<file path="config.mk">
export PLATFORM = sky130hd
export DESIGN_NAME = nibble_serial_adder
export DESIGN_NICKNAME = d
export VERILOG_FILES = /design/src/rtl/nibble_serial_adder_pkg.sv /design/src/rtl/nibble_serial_adder_bit4adder.sv /design/src/rtl/nibble_serial_adder.sv
export SDC_FILE = /design/constraint.sdc
export NUM_CORES = 1
export LEC_CHECK = 0
export BUFFER_PORTS_ARGS = -buffer_cell sky130_fd_sc_hd__clkbuf_2
export CELL_PAD_IN_SITES_DETAIL_PLACEMENT = 0
export CELL_PAD_IN_SITES_GLOBAL_PLACEMENT = 1
export CORE_MARGIN = 4
export CORE_UTILIZATION = 35
export CTS_BUF_LIST = sky130_fd_sc_hd__clkbuf_8
export CTS_CLUSTER_SIZE = 16
export DETAILED_ROUTE_END_ITERATION = 10
export MAX_ROUTING_LAYER = met4
export PLACE_DENSITY = 0.63
export SLEW_MARGIN = 20
export SYNTH_ARGS = -nofsm -noshare
export SYNTH_HDL_FRONTEND = slang
export SYNTH_SLANG_ARGS = --single-unit
</file>
<file path="constraint.sdc">
create_clock -name clk -period 3.75 [get_ports clk]
set_input_delay 0.75 -clock clk [delete_from_list [all_inputs] [get_ports clk]]
set_output_delay 0.75 -clock clk [all_outputs]
set_load 0.05 [all_outputs]
</file>
<file path="src/rtl/nibble_serial_adder_pkg.sv">
// Shared definitions for the nibble-serial adder: FSM encoding and nibble width.
package adder_pkg;

    localparam int unsigned NIBBLE_W = 4;

    typedef enum logic [1:0] {
        IDLE = 2'd0,
        RUN  = 2'd1,
        DONE = 2'd2
    } state_t;

endpackage

</file>
<file path="src/rtl/nibble_serial_adder_bit4adder.sv">
// Four-bit ripple stage shared by every nibble of the serial adder.
module bit4adder (
    input  logic [3:0] x,
    input  logic [3:0] y,
    input  logic       c_i,
    output logic [3:0] s,
    output logic       c_o
);

    // Plain 4-bit add with carry in/out.
    assign {c_o, s} = {1'b0, x} + {1'b0, y} + {4'b0000, c_i};

endmodule

</file>
<file path="src/rtl/nibble_serial_adder.sv">
// Multi-cycle WIDTH-bit adder: accepts operands over valid/ready, adds one
// nibble per clock through a single bit4adder (LSB first), and presents a
// registered sum, carry and two's-complement overflow over valid/ready.
module nibble_serial_adder
    import adder_pkg::*;
#(
    parameter int unsigned WIDTH = 16
) (
    input  logic             clk,
    input  logic             rst,
    input  logic             in_valid,
    output logic             in_ready,
    input  logic [WIDTH-1:0] x,
    input  logic [WIDTH-1:0] y,
    input  logic             c_i,
    output logic             out_valid,
    input  logic             out_ready,
    output logic [WIDTH-1:0] s,
    output logic             c_o,
    output logic             ovf
);

    localparam int unsigned NIBBLES = WIDTH / NIBBLE_W;
    localparam int unsigned IDX_W   = (NIBBLES > 1) ? $clog2(NIBBLES) : 1;

    if ((WIDTH % NIBBLE_W) != 0 || WIDTH < NIBBLE_W) begin : g_bad_width
        $error("nibble_serial_adder: WIDTH must be a multiple of 4 and at least 4");
    end

    state_t             r_state;
    state_t             w_state_next;
    logic               r_in_ready;
    logic [WIDTH-1:0]   r_x;
    logic [WIDTH-1:0]   r_y;
    logic               r_carry;
    logic [IDX_W-1:0]   r_idx;
    logic [WIDTH-1:0]   r_s;
    logic               r_co;
    logic               r_ovf;

    logic [IDX_W+1:0]   w_lo;
    logic [3:0]         w_sum;
    logic               w_cout;
    logic               w_accept;
    logic               w_last;

    // Bit offset of the active nibble (idx * 4).
    assign w_lo     = {r_idx, 2'b00};
    assign w_accept = (r_state == IDLE) && r_in_ready && in_valid;
    assign w_last   = (r_idx == IDX_W'(NIBBLES - 1));

    bit4adder u_bit4adder (
        .x   (r_x[w_lo +: NIBBLE_W]),
        .y   (r_y[w_lo +: NIBBLE_W]),
        .c_i (r_carry),
        .s   (w_sum),
        .c_o (w_cout)
    );

    // Next-state decode.
    always_comb begin
        w_state_next = r_state;
        case (r_state)
            IDLE:    if (w_accept) w_state_next = RUN;
            RUN:     if (w_last) w_state_next = DONE;
            DONE:    if (out_ready) w_state_next = IDLE;
            default: w_state_next = IDLE;
        endcase
    end

    // State register; in_ready is registered so it reads 0 throughout reset
    // and rises on the first edge that lands in IDLE.
    always_ff @(posedge clk or posedge rst) begin
        if (rst) begin
            r_state    <= IDLE;
            r_in_ready <= 1'b0;
        end else begin
            r_state    <= w_state_next;
            r_in_ready <= (w_state_next == IDLE);
        end
    end

    // Operand capture, per-nibble accumulation and result flags.
    always_ff @(posedge clk or posedge rst) begin
        if (rst) begin
            r_x     <= '0;
            r_y     <= '0;
            r_carry <= 1'b0;
            r_idx   <= '0;
            r_s     <= '0;
            r_co    <= 1'b0;
            r_ovf   <= 1'b0;
        end else begin
            case (r_state)
                IDLE: begin
                    if (w_accept) begin
                        r_x     <= x;
                        r_y     <= y;
                        r_carry <= c_i;
                        r_idx   <= '0;
                        r_s     <= '0;
                        r_co    <= 1'b0;
                        r_ovf   <= 1'b0;
                    end
                end
                RUN: begin
                    r_s[w_lo +: NIBBLE_W] <= w_sum;
                    r_carry               <= w_cout;
                    r_idx                 <= r_idx + IDX_W'(1);
                    if (w_last) begin
                        r_co  <= w_cout;
                        r_ovf <= (r_x[WIDTH-1] == r_y[WIDTH-1]) && (w_sum[3] != r_x[WIDTH-1]);
                    end
                end
                default: ;
            endcase
        end
    end

    assign in_ready  = r_in_ready;
    assign out_valid = (r_state == DONE);
    assign s         = r_s;
    assign c_o       = r_co;
    assign ovf       = r_ovf;

endmodule

</file>
==> results of run 1 <==
[per-stage QoR]
stage | hold slack, ns | area [um^2]
finish | 0.505 | 3210
global placement | 0.485 | 3110
CTS | 0.515 | 3210
global route | 0.535 | 3210
detailed placement | 0.490 | 3110
floorplan | 0.475 | 2760
[report_power, final]
part	switching (mW)	internal, mW
combinational	1.04	0.858
sequential	0.243	0.885
clock	0.214	0.138
[final cells by class]
type                    count  area share
clock buffers               5      0.0215
clock inverters             3     0.00859
inverters                   5     0.00585
multi-input cells         114       0.393
flip-flops and latches     56       0.437
well taps                 102      0.0398
repair buffers             59      0.0945
[critical path: stages (launching register included)]
cell     delay [ns]
dfrtp_1        0.61
buf_4          0.27
mux4_2         0.56
ha_1           0.32
a21o_1         0.19
a21oi_1        0.29
xnor2_1        0.19
a22o_1         0.22
[path summary, 6_finish.rpt]
kind                       slack, ns                 start  depth (start not counted)                  end
setup reg to reg                1.01  r_idx[0]$_DFFE_PP0P_                          7    s[11]$_DFFE_PP0P_
setup / recovery                1.01  r_idx[0]$_DFFE_PP0P_                          7    s[11]$_DFFE_PP0P_
hold / removal                  0.50       c_o$_DFFE_PP0P_                          2      c_o$_DFFE_PP0P_
hold reg to reg                 0.50       c_o$_DFFE_PP0P_                          2      c_o$_DFFE_PP0P_
max in group asynchronous       2.42                   rst                          3  r_x[13]$_DFFE_PP0P_
min in group asynchronous       0.61                   rst                          2     s[3]$_DFFE_PP0P_
[cells by family (layout without fill, tap and decap cells)]
logic type	after synthesis	in the layout	synth area share
compound gates	32	32	0.0892
xor+xnor	2	2	0.00634
fa+ha+maj	9	9	0.0462
buf+inv	12	72	0.0407
flops	56	56	0.507
mux	40	40	0.232
simple gates	31	31	0.0783
[metal layers]
layer  up-vias  part of all wire  routed length (um)  track usage
li1        798                 -                   -            -
met1       816              0.48                2740        0.185
met2        44              0.46                2620        0.196
met3         7             0.045                 254       0.0310
met4         0             0.011                  61       0.0356
met5         -                 0                   0            -
[cell usage in the layout, fill, tap and decap left out, types with 2 or more instances in the layout]
master	instances
dfrtp_1	56
clkbuf_2	56
mux2_4	27
a22o_1	16
nand2_1	13
mux4_2	8
ha_1	7
a21o_1	5
mux2_2	5
clkbuf_8	5
inv_1	4
o21ai_0	3
nand3_1	3
buf_4	3
a21oi_1	2
nand2b_1	2
nor4_2	2
fa_1	2
[flip-flops by register name (all words and copies together), names as in the netlist]
register / flops
r_x: 16
in_ready: 1
r_y: 16
s: 16
r_carry: 1
c_o: 1
r_state: 2
r_idx: 2
ovf: 1
==> out/results.ini, run 1 <==
[outcome]
outcome=finished, final reports clean

[placed_design]
port_buffers=56
globalplace.congestion=0.767
dpl.cell_count=336
dp_hpwl_um=4390
dp_slack_ns=0.965

[synth]
synth_common_cells=dfrtp_1 (56), mux2_4 (27), a22o_1 (16)
yosysWarnings=0
ys_ff_latch=56
syn_area_um2=2760
synthFlopType=dfrtp_1
async_flop_share=1.00
yosysTopAreaCell=dfrtp_1
yosysUniqueCellTypes=38
syn_avg_cell_area_um2=15.2
yosys.cell_count.top_type=dfrtp_1
yosys.area.top_type_share=0.507
synth_area_leaders=dfrtp_1 (51%), mux2_4 (15%), mux4_2 (6.5%), a22o_1 (5.1%), ha_1 (3.2%)
ys_seq_area_frac=0.507
syn_inst=182
synth_edf_count=0
syn_nets=228

[sta]
tns_ns=0
fin_crit_ns=2.74
setup_violations=0
rsz0062_at_grt=false
timing.final.ws_setup_ns=1.01
maxSlewViolCount=0
fin_worst_skew_ns=0.0123
hold_viol_final=0
max_slew_margin=0.398
tightest_slew_ns=0.901
max_freq_ghz=0.365
min_period_over_period=0.730

[run]
cap_violations=0

[cells_and_area]
fin_util=0.417
antenna_cells=0
regArea_um2=1400
multi_input_area_um2=1260
syn2layout_area_growth_pct=16.0
fill_cells=725
instances_no_fill=344
layout.nets=287
drive_gt1_frac=0.475

[worst_setup_path]
critical_path_class=reg -> reg
cp-start-kind=register
cp_data_arrival_time_ns=2.95
critPathCaptureType=register
crit_fanout=9
cp.required_ns=3.96

[global_routing]
antenna_found_initial=0
grt_pass1_vias=1848
grt_overflow=0
grt_max_degree=45
grt_pass1_wl_um=9750
grt_usage=0.133

[floorplan]
row_count=32
die_h_um=96.9
initial_utilization=0.360
ios=57
die-area_um2=9380
core_um2=7690
chipWidth_um=96.9

[power]
power_mw=3.38
peakVddDrop_v=0.000404
power_density_nw_per_um2=1050
p_leak_nw=1.53

[drt]
wl_um=5680
initialDrtViolationCount=64
ant_nets=0
num_vias=1665
drcViolationCount=0
routedWlPerCell_um=16.5
viasPerCell=4.84
drt-pass1-iter-count=4

[clock_tree]
cts_tree=built
cts_setup_buffers=0
ctsResizeCount=0
ctsRootBufferMaster=clkbuf_8
cts_sinks=56
clockBufferDepth=2
htree_levels=2
clk_latency_ns=0.32
postCtsHoldBufs=0
cts_made_buffers=5
clkTransAtPathRegs_ns=0.10

[worst_hold_path]
hold_class=reg -> reg

No activity file was read; power rests on OpenSTA's default activity.
==> inputs of run 2 (changes only) <==
==> constraint.sdc (replaced) <==
create_clock -name clk -period 2.6 [get_ports clk]
set_input_delay 0.52 -clock clk [delete_from_list [all_inputs] [get_ports clk]]
set_output_delay 0.52 -clock clk [all_outputs]
set_load 0.05 [all_outputs]
==> run 2 against run 1 <==
Sequential power up 42%. Maximum frequency increased by 12%. Wire length grew 0.37%. Global-route usage is 0.070 points lower. Flip-flop and latch count unchanged. Total power increased by 52%. Final cell count up 1.5%. Critical path depth shrank 1.
==> out/results.ini, run 2 (same netlist as run 1, synthesis figures left out) <==
[cells_and_area]
final_common_cell=clkbuf_2
syn2layout_area_growth_pct=18.4
layout.nets=292  ; +1.7%
drive_gt1_frac=0.486  ; +0.0106
finish.instance_area_um2=3270  ; +2.1%
antenna_cells=0  ; unchanged
layout.cells.most_common_list=clkbuf_2 (56), dfrtp_1 (55), mux2_4 (27)
instances_no_fill=349  ; +1.5%

[floorplan]
chipWidth_um=96.9  ; unchanged
die-area_um2=9380  ; unchanged
row_count=32  ; unchanged
die_h_um=96.9  ; unchanged
core_um2=7690  ; unchanged
initial_utilization=0.360  ; unchanged
ios=57  ; unchanged

[drt]
viasPerCell=4.81  ; -0.66%
num_vias=1678  ; +0.78%
ant_nets=0  ; unchanged
routedWlPerCell_um=16.3  ; -1.1%
wl_um=5700  ; +0.37%
initialDrtViolationCount=36  ; -44%
drcViolationCount=0  ; unchanged
drt-pass1-iter-count=4  ; unchanged

[power]
peakVddDrop_v=0.000585  ; +45%
power.internal_mw=2.94  ; +57%
pwr-share-comb=0.577  ; +0.015
power_density_nw_per_um2=1570  ; +49%
switchingPower_mw=2.19  ; +46%
p_clk_frac=0.111  ; +0.007
seqPwrFrac=0.313  ; -0.021
swShare=0.427  ; -0.0168
p_leak_nw=1.57  ; +2.6%

[run]
cap_violations=0  ; unchanged

[placed_design]
dpl_cell_area_um2=3160  ; +1.6%
dp_hpwl_um=4380  ; -0.22%
port_buffers=56  ; unchanged
dpl.cell_count=341  ; +1.5%
globalplace.congestion=0.826  ; +7.6%

[global_routing]
grt_usage=0.132  ; -0.000703
grt_max_degree=57  ; +27%
antenna_found_initial=0  ; unchanged
grt_pass1_vias=1809  ; -2.1%
grt_overflow=0  ; unchanged
grt_pass1_wl_um=9650  ; -1.1%

[worst_setup_path]
cp_data_arrival_time_ns=2.64  ; -0.31 ns
rr_startpoint=r_idx[0]$_DFFE_PP0P_
critical_path_class=reg -> reg
cp-startpoint=r_idx[0]$_DFFE_PP0P_
r2r_end=s[14]$_DFFE_PP0P_
r2r_cells=6  ; -1
slowest_delay_ns=0.53  ; -0.08 ns
cp_cell_sequence=mux4_2 -> fa_1 -> fa_1 -> xor2_1 -> buf_4 -> a22o_1
cp-start-kind=register
critPathCaptureType=register
worstSetupEndpoint=s[14]$_DFFE_PP0P_
rrSetupSlack_ns=0.16  ; -0.85 ns
crit_path_frequent_cell=fa_1
cpMaxStageDelayCell=mux4_2
crit_fanout=4  ; -5
cp.required_ns=2.80  ; -1.16 ns

[clock_tree]
cts_made_buffers=5  ; unchanged
htree_levels=2  ; unchanged
cts_tree=built
clkTransAtPathRegs_ns=0.10  ; about the same
clockBufferDepth=2  ; unchanged
ctsRootBufferMaster=clkbuf_8
cts_sinks=56  ; unchanged
cts_setup_buffers=0  ; unchanged
clk_latency_ns=0.31  ; about the same

[sta]
hold_viol_final=0  ; unchanged
rsz0062_at_grt=false
tightest_slew_ns=0.707  ; -0.194 ns
setup_violations=0  ; unchanged
max_slew_margin=0.528  ; +0.130
tns_ns=0  ; unchanged
min_period_over_period=0.938  ; +0.208
max_freq_ghz=0.410  ; +12%
maxSlewViolCount=0  ; unchanged
fin_worst_skew_ns=0.00462  ; -0.00767 ns
fin_crit_ns=2.44  ; -0.300 ns

[worst_hold_path]
hold_class=in -> async

[outcome]
outcome=finished, final reports clean

[run 2: worst min-delay path by stage]
stage,slack (ns),to,startpoint
after floorplan,0.48,r_x[10]$_DFFE_PP0P_,r_x[10]$_DFFE_PP0P_
after global placement,0.47,ovf$_DFFE_PP0P_,ovf$_DFFE_PP0P_
after detailed placement,0.47,ovf$_DFFE_PP0P_,ovf$_DFFE_PP0P_
after CTS,0.40,r_state[1]$_DFF_PP0_,out_ready
after global routing,0.40,r_state[1]$_DFF_PP0_,out_ready
final,0.39,in_ready$_DFF_PP0_,rst
[run 2: per-layer routing]
layer	vias up	global-route usage	share of wire
met5	-	-	0
met4	0	0.0324	0.011
met3	5	0.0296	0.038
met2	45	0.201	0.46
met1	824	0.181	0.49
li1	804	-	-
[run 2: timing repair]
action | in CTS | in global routing
setup endpoints to repair | 0 | 2
hold buffers | 0 | 0
gates resized for setup | 0 | 1
[run 2: cell type report]
class / instances / area, um^2
clock buffers: 5 / 68.8
inverters: 5 / 18.8
fillers: 741 / 4420
multi-input cells: 114 / 1260
flip-flops and latches: 56 / 1400
clock inverters: 3 / 42.5
well taps: 102 / 128
repair buffers: 64 / 353
[run 2: power by group through the flow]
stage | sequential, mW | clock, mW | combinational, mW
5_1_grt | 1.66 | 0.625 | 3.22
6_report | 1.61 | 0.569 | 2.96
3_5_place_dp | 1.63 | 0 | 2.98
4_1_cts | 1.62 | 0.591 | 3.00
3_3_place_gp | 1.63 | 0 | 2.96
2_1_floorplan | 1.88 | 0 | 1.92
[run 2: critical path: cells and delay by family (launching register included)]
kind / cells / cell delay (ns)
compound gates: 1 / 0.20
xor+xnor: 1 / 0.16
fa+ha+maj: 2 / 0.88
buf+inv: 1 / 0.15
flops: 1 / 0.42
mux: 1 / 0.53
[run 2: through the flow]
step           power (mW)  worst slack, ns   util  hold slack, ns
6_report             5.14            0.162  0.426           0.388
5_1_grt              5.51           0.0185  0.426           0.400
4_1_cts              5.21           0.0881  0.426           0.405
3_5_place_dp         4.62            0.118  0.411           0.471
3_3_place_gp         4.59            0.159  0.411           0.474
2_1_floorplan        3.80          0.00565      -           0.475
==> inputs of run 3 (changes only) <==
--- a/config.mk
+++ b/config.mk
@@ -5,6 +5,7 @@
 export SDC_FILE = /design/constraint.sdc
 export NUM_CORES = 1
 export LEC_CHECK = 0
+export ABC_CLOCK_PERIOD_IN_PS = 2000
 export BUFFER_PORTS_ARGS = -buffer_cell sky130_fd_sc_hd__clkbuf_2
 export CELL_PAD_IN_SITES_DETAIL_PLACEMENT = 0
 export CELL_PAD_IN_SITES_GLOBAL_PLACEMENT = 1
@@ -14,7 +15,7 @@
 export CTS_CLUSTER_SIZE = 16
 export DETAILED_ROUTE_END_ITERATION = 10
 export MAX_ROUTING_LAYER = met4
-export PLACE_DENSITY = 0.63
+export PLACE_DENSITY = 0.65
 export SLEW_MARGIN = 20
 export SYNTH_ARGS = -nofsm -noshare
 export SYNTH_HDL_FRONTEND = slang
==> constraint.sdc (replaced) <==
create_clock -name clk -period 2 [get_ports clk]
set_input_delay 0.4 -clock clk [delete_from_list [all_inputs] [get_ports clk]]
set_output_delay 0.4 -clock clk [all_outputs]
set_load 0.05 [all_outputs]
==> run 3 against run 2 <==
Global-route usage is 0.079 points lower. Via count increased by 2.9%. Final cell count grew 4.0%. Worst hold slack got worse by 0.28 ns. Wire length shrank 0.26%. Core utilization is 1.9 points higher. Critical path type unchanged. Sequential share of layout area shrank 1.9 points. The flow now finishes with violations (negative setup slack). Total power increased by 36%. Cell area rose by 4.6%. Combinational power grew 46%. Count of clock-buffer cells in the layout did not move. Non-clock buffer count increased by 14.
==> out/results.ini, run 3 (same netlist as run 1, synthesis figures left out) <==
[sta]
hold_slack_ns=0.110  ; -0.278 ns
max_slew_margin=0.773  ; +0.244
max_freq_ghz=0.445  ; +8.6%
setup_violations=15  ; +15
hold_viol_final=0  ; unchanged
timing.final.ws_setup_ns=-0.246  ; -0.408 ns
maxSlewViolCount=0  ; unchanged
rsz0062_at_grt=true
fin_crit_ns=2.25  ; -0.192 ns
tightest_slew_ns=0.338  ; -0.369 ns
fin_worst_skew_ns=0.0120  ; +0.00741 ns
min_period_over_period=1.12  ; +0.185

[cells_and_area]
antenna_cells=0  ; unchanged
syn2layout_area_growth_pct=23.8
drive_gt1_frac=0.544  ; +0.0582
layout.cells.most_common_list=clkbuf_2 (56), dfrtp_1 (55), mux2_4 (27)
layout.nets=306  ; +4.8%
final_common_cell=clkbuf_2

[global_routing]
grt_pass1_vias=1885  ; +4.2%
grt_pass1_wl_um=9720  ; +0.79%
grt_usage=0.131  ; -0.000786
grt_max_degree=57  ; unchanged
antenna_found_initial=0  ; unchanged
grt_overflow=0  ; unchanged

[drt]
viasPerCell=4.75  ; -1.1%
drt-pass1-iter-count=4  ; unchanged
ant_nets=0  ; unchanged
routedWlPerCell_um=15.7  ; -4.1%
num_vias=1726  ; +2.9%
wl_um=5690  ; -0.26%
drcViolationCount=0  ; unchanged
initialDrtViolationCount=76  ; +110%

[run]
cap_violations=0  ; unchanged

[worst_setup_path]
cp-startpoint=r_idx[0]$_DFFE_PP0P_
critPathCaptureType=register
cp_data_arrival_time_ns=2.44  ; -0.20 ns
r2r_cells=7  ; +1
rr_startpoint=r_idx[0]$_DFFE_PP0P_
r2r_end=c_o$_DFFE_PP0P_
worstSetupEndpoint=c_o$_DFFE_PP0P_
critical_path_class=reg -> reg
cp.required_ns=2.20  ; -0.60 ns
rrSetupSlack_ns=-0.25  ; -0.41 ns
cp-start-kind=register
crit_fanout=4  ; unchanged

[floorplan]
row_count=32  ; unchanged
initial_utilization=0.360  ; unchanged
die_h_um=96.9  ; unchanged
die-area_um2=9380  ; unchanged
core_um2=7690  ; unchanged
chipWidth_um=96.9  ; unchanged
ios=57  ; unchanged

[outcome]
outcome=finished, violations left
violations=negative setup slack

[clock_tree]
cts_made_buffers=5  ; unchanged
htree_levels=2  ; unchanged
clk_latency_ns=0.31  ; about the same
clkTransAtPathRegs_ns=0.11  ; about the same
ctsRootBufferMaster=clkbuf_8
cts_tree=built
clockBufferDepth=2  ; unchanged
postCtsHoldBufs=0  ; unchanged
cts_sinks=56  ; unchanged

[placed_design]
port_buffers=56  ; unchanged
dp_hpwl_um=4330  ; -1.2%
dp_slack_ns=-0.288  ; -0.406 ns
globalplace.congestion=0.766  ; -7.2%

[power]
peakVddDrop_v=0.000756  ; +29%
power_mw=6.99  ; +36%
p_leak_nw=1.63  ; +4.0%
power_density_nw_per_um2=2040  ; +30%

[worst_hold_path]
hold_class=in -> async

-- run 3: changes by cell type in the layout (fill, tap and decap cells not counted), moves of 2 or more --
cell / before / now
a21oi_1: 2 / 0
a21oi_2: 0 / 2
buf_4: 7 / 20
clkinvlp_4: 0 / 2
fa_1: 2 / 0
fa_2: 0 / 2
nor4_2: 2 / 0
nor4_4: 1 / 3
-- run 3: power by group --
group | leakage [nW] | switching, mW | internal [mW]
Sequential | 0.700 | 0.369 | 1.66
Combinational | 0.886 | 2.23 | 2.09
Clock | 0.0423 | 0.389 | 0.256
Total | 1.63 | 2.99 | 4.01
-- run 3: what timing repair did --
action / CTS / global route
pin swaps: 9 / 2
resized for setup: 3 / 3
setup endpoints to repair: 15 / 17
buffers inserted: 2 / 0
-- run 3: critical path, stage by stage, from the launching register on --
cell and delay [ns]:
dfrtp_2 0.42, mux4_2 0.53, fa_2 0.39, fa_2 0.39
a21oi_2 0.13, nor2b_1 0.05, o21ai_1 0.15, o21ai_1 0.09
-- run 3: how the worst min path moves through the flow --
stage | cells after the start | slack, ns | endpoint | startpoint
after floorplan | 1 | 0.48 | r_x[10]$_DFFE_PP0P_ | r_x[10]$_DFFE_PP0P_
after detailed placement | 3 | 0.47 | in_ready$_DFF_PP0_ | rst
after global placement | 3 | 0.46 | in_ready$_DFF_PP0_ | rst
final | 3 | 0.11 | s[5]$_DFFE_PP0P_ | rst
after CTS | 3 | 0.12 | s[5]$_DFFE_PP0P_ | rst
after global routing | 3 | 0.13 | s[5]$_DFFE_PP0P_ | rst
-- run 3: layer usage --
metal / track usage / wire, um / vias to the layer above
li1: - / - / 826
met1: 0.175 / 2700 / 853
met2: 0.209 / 2720 / 45
met3: 0.0252 / 237 / 2
met4: 0.0324 / 29 / 0
met5: - / 0 / -
-- run 3: area by class of cell --
cell class,instances,area [um^2]
multi-input combinational,114,1310
sequential,56,1400
inverter,5,18.8
clock buffer,5,68.8
clock inverter,3,26.3
fill,740,4270
tap,102,128
timing repair buffer,78,470
-- run 3: metrics by stage --
stage,setup TNS [ns],std cells,util,area (um^2)
after CTS,-3.34,363,0.442,3400
after global routing,-4.12,363,0.445,3420
final,-2.78,363,0.445,3420
after detailed placement,-3.22,354,0.428,3290
after global placement,-2.86,354,0.428,3290
after floorplan,-4.74,182,-,2790
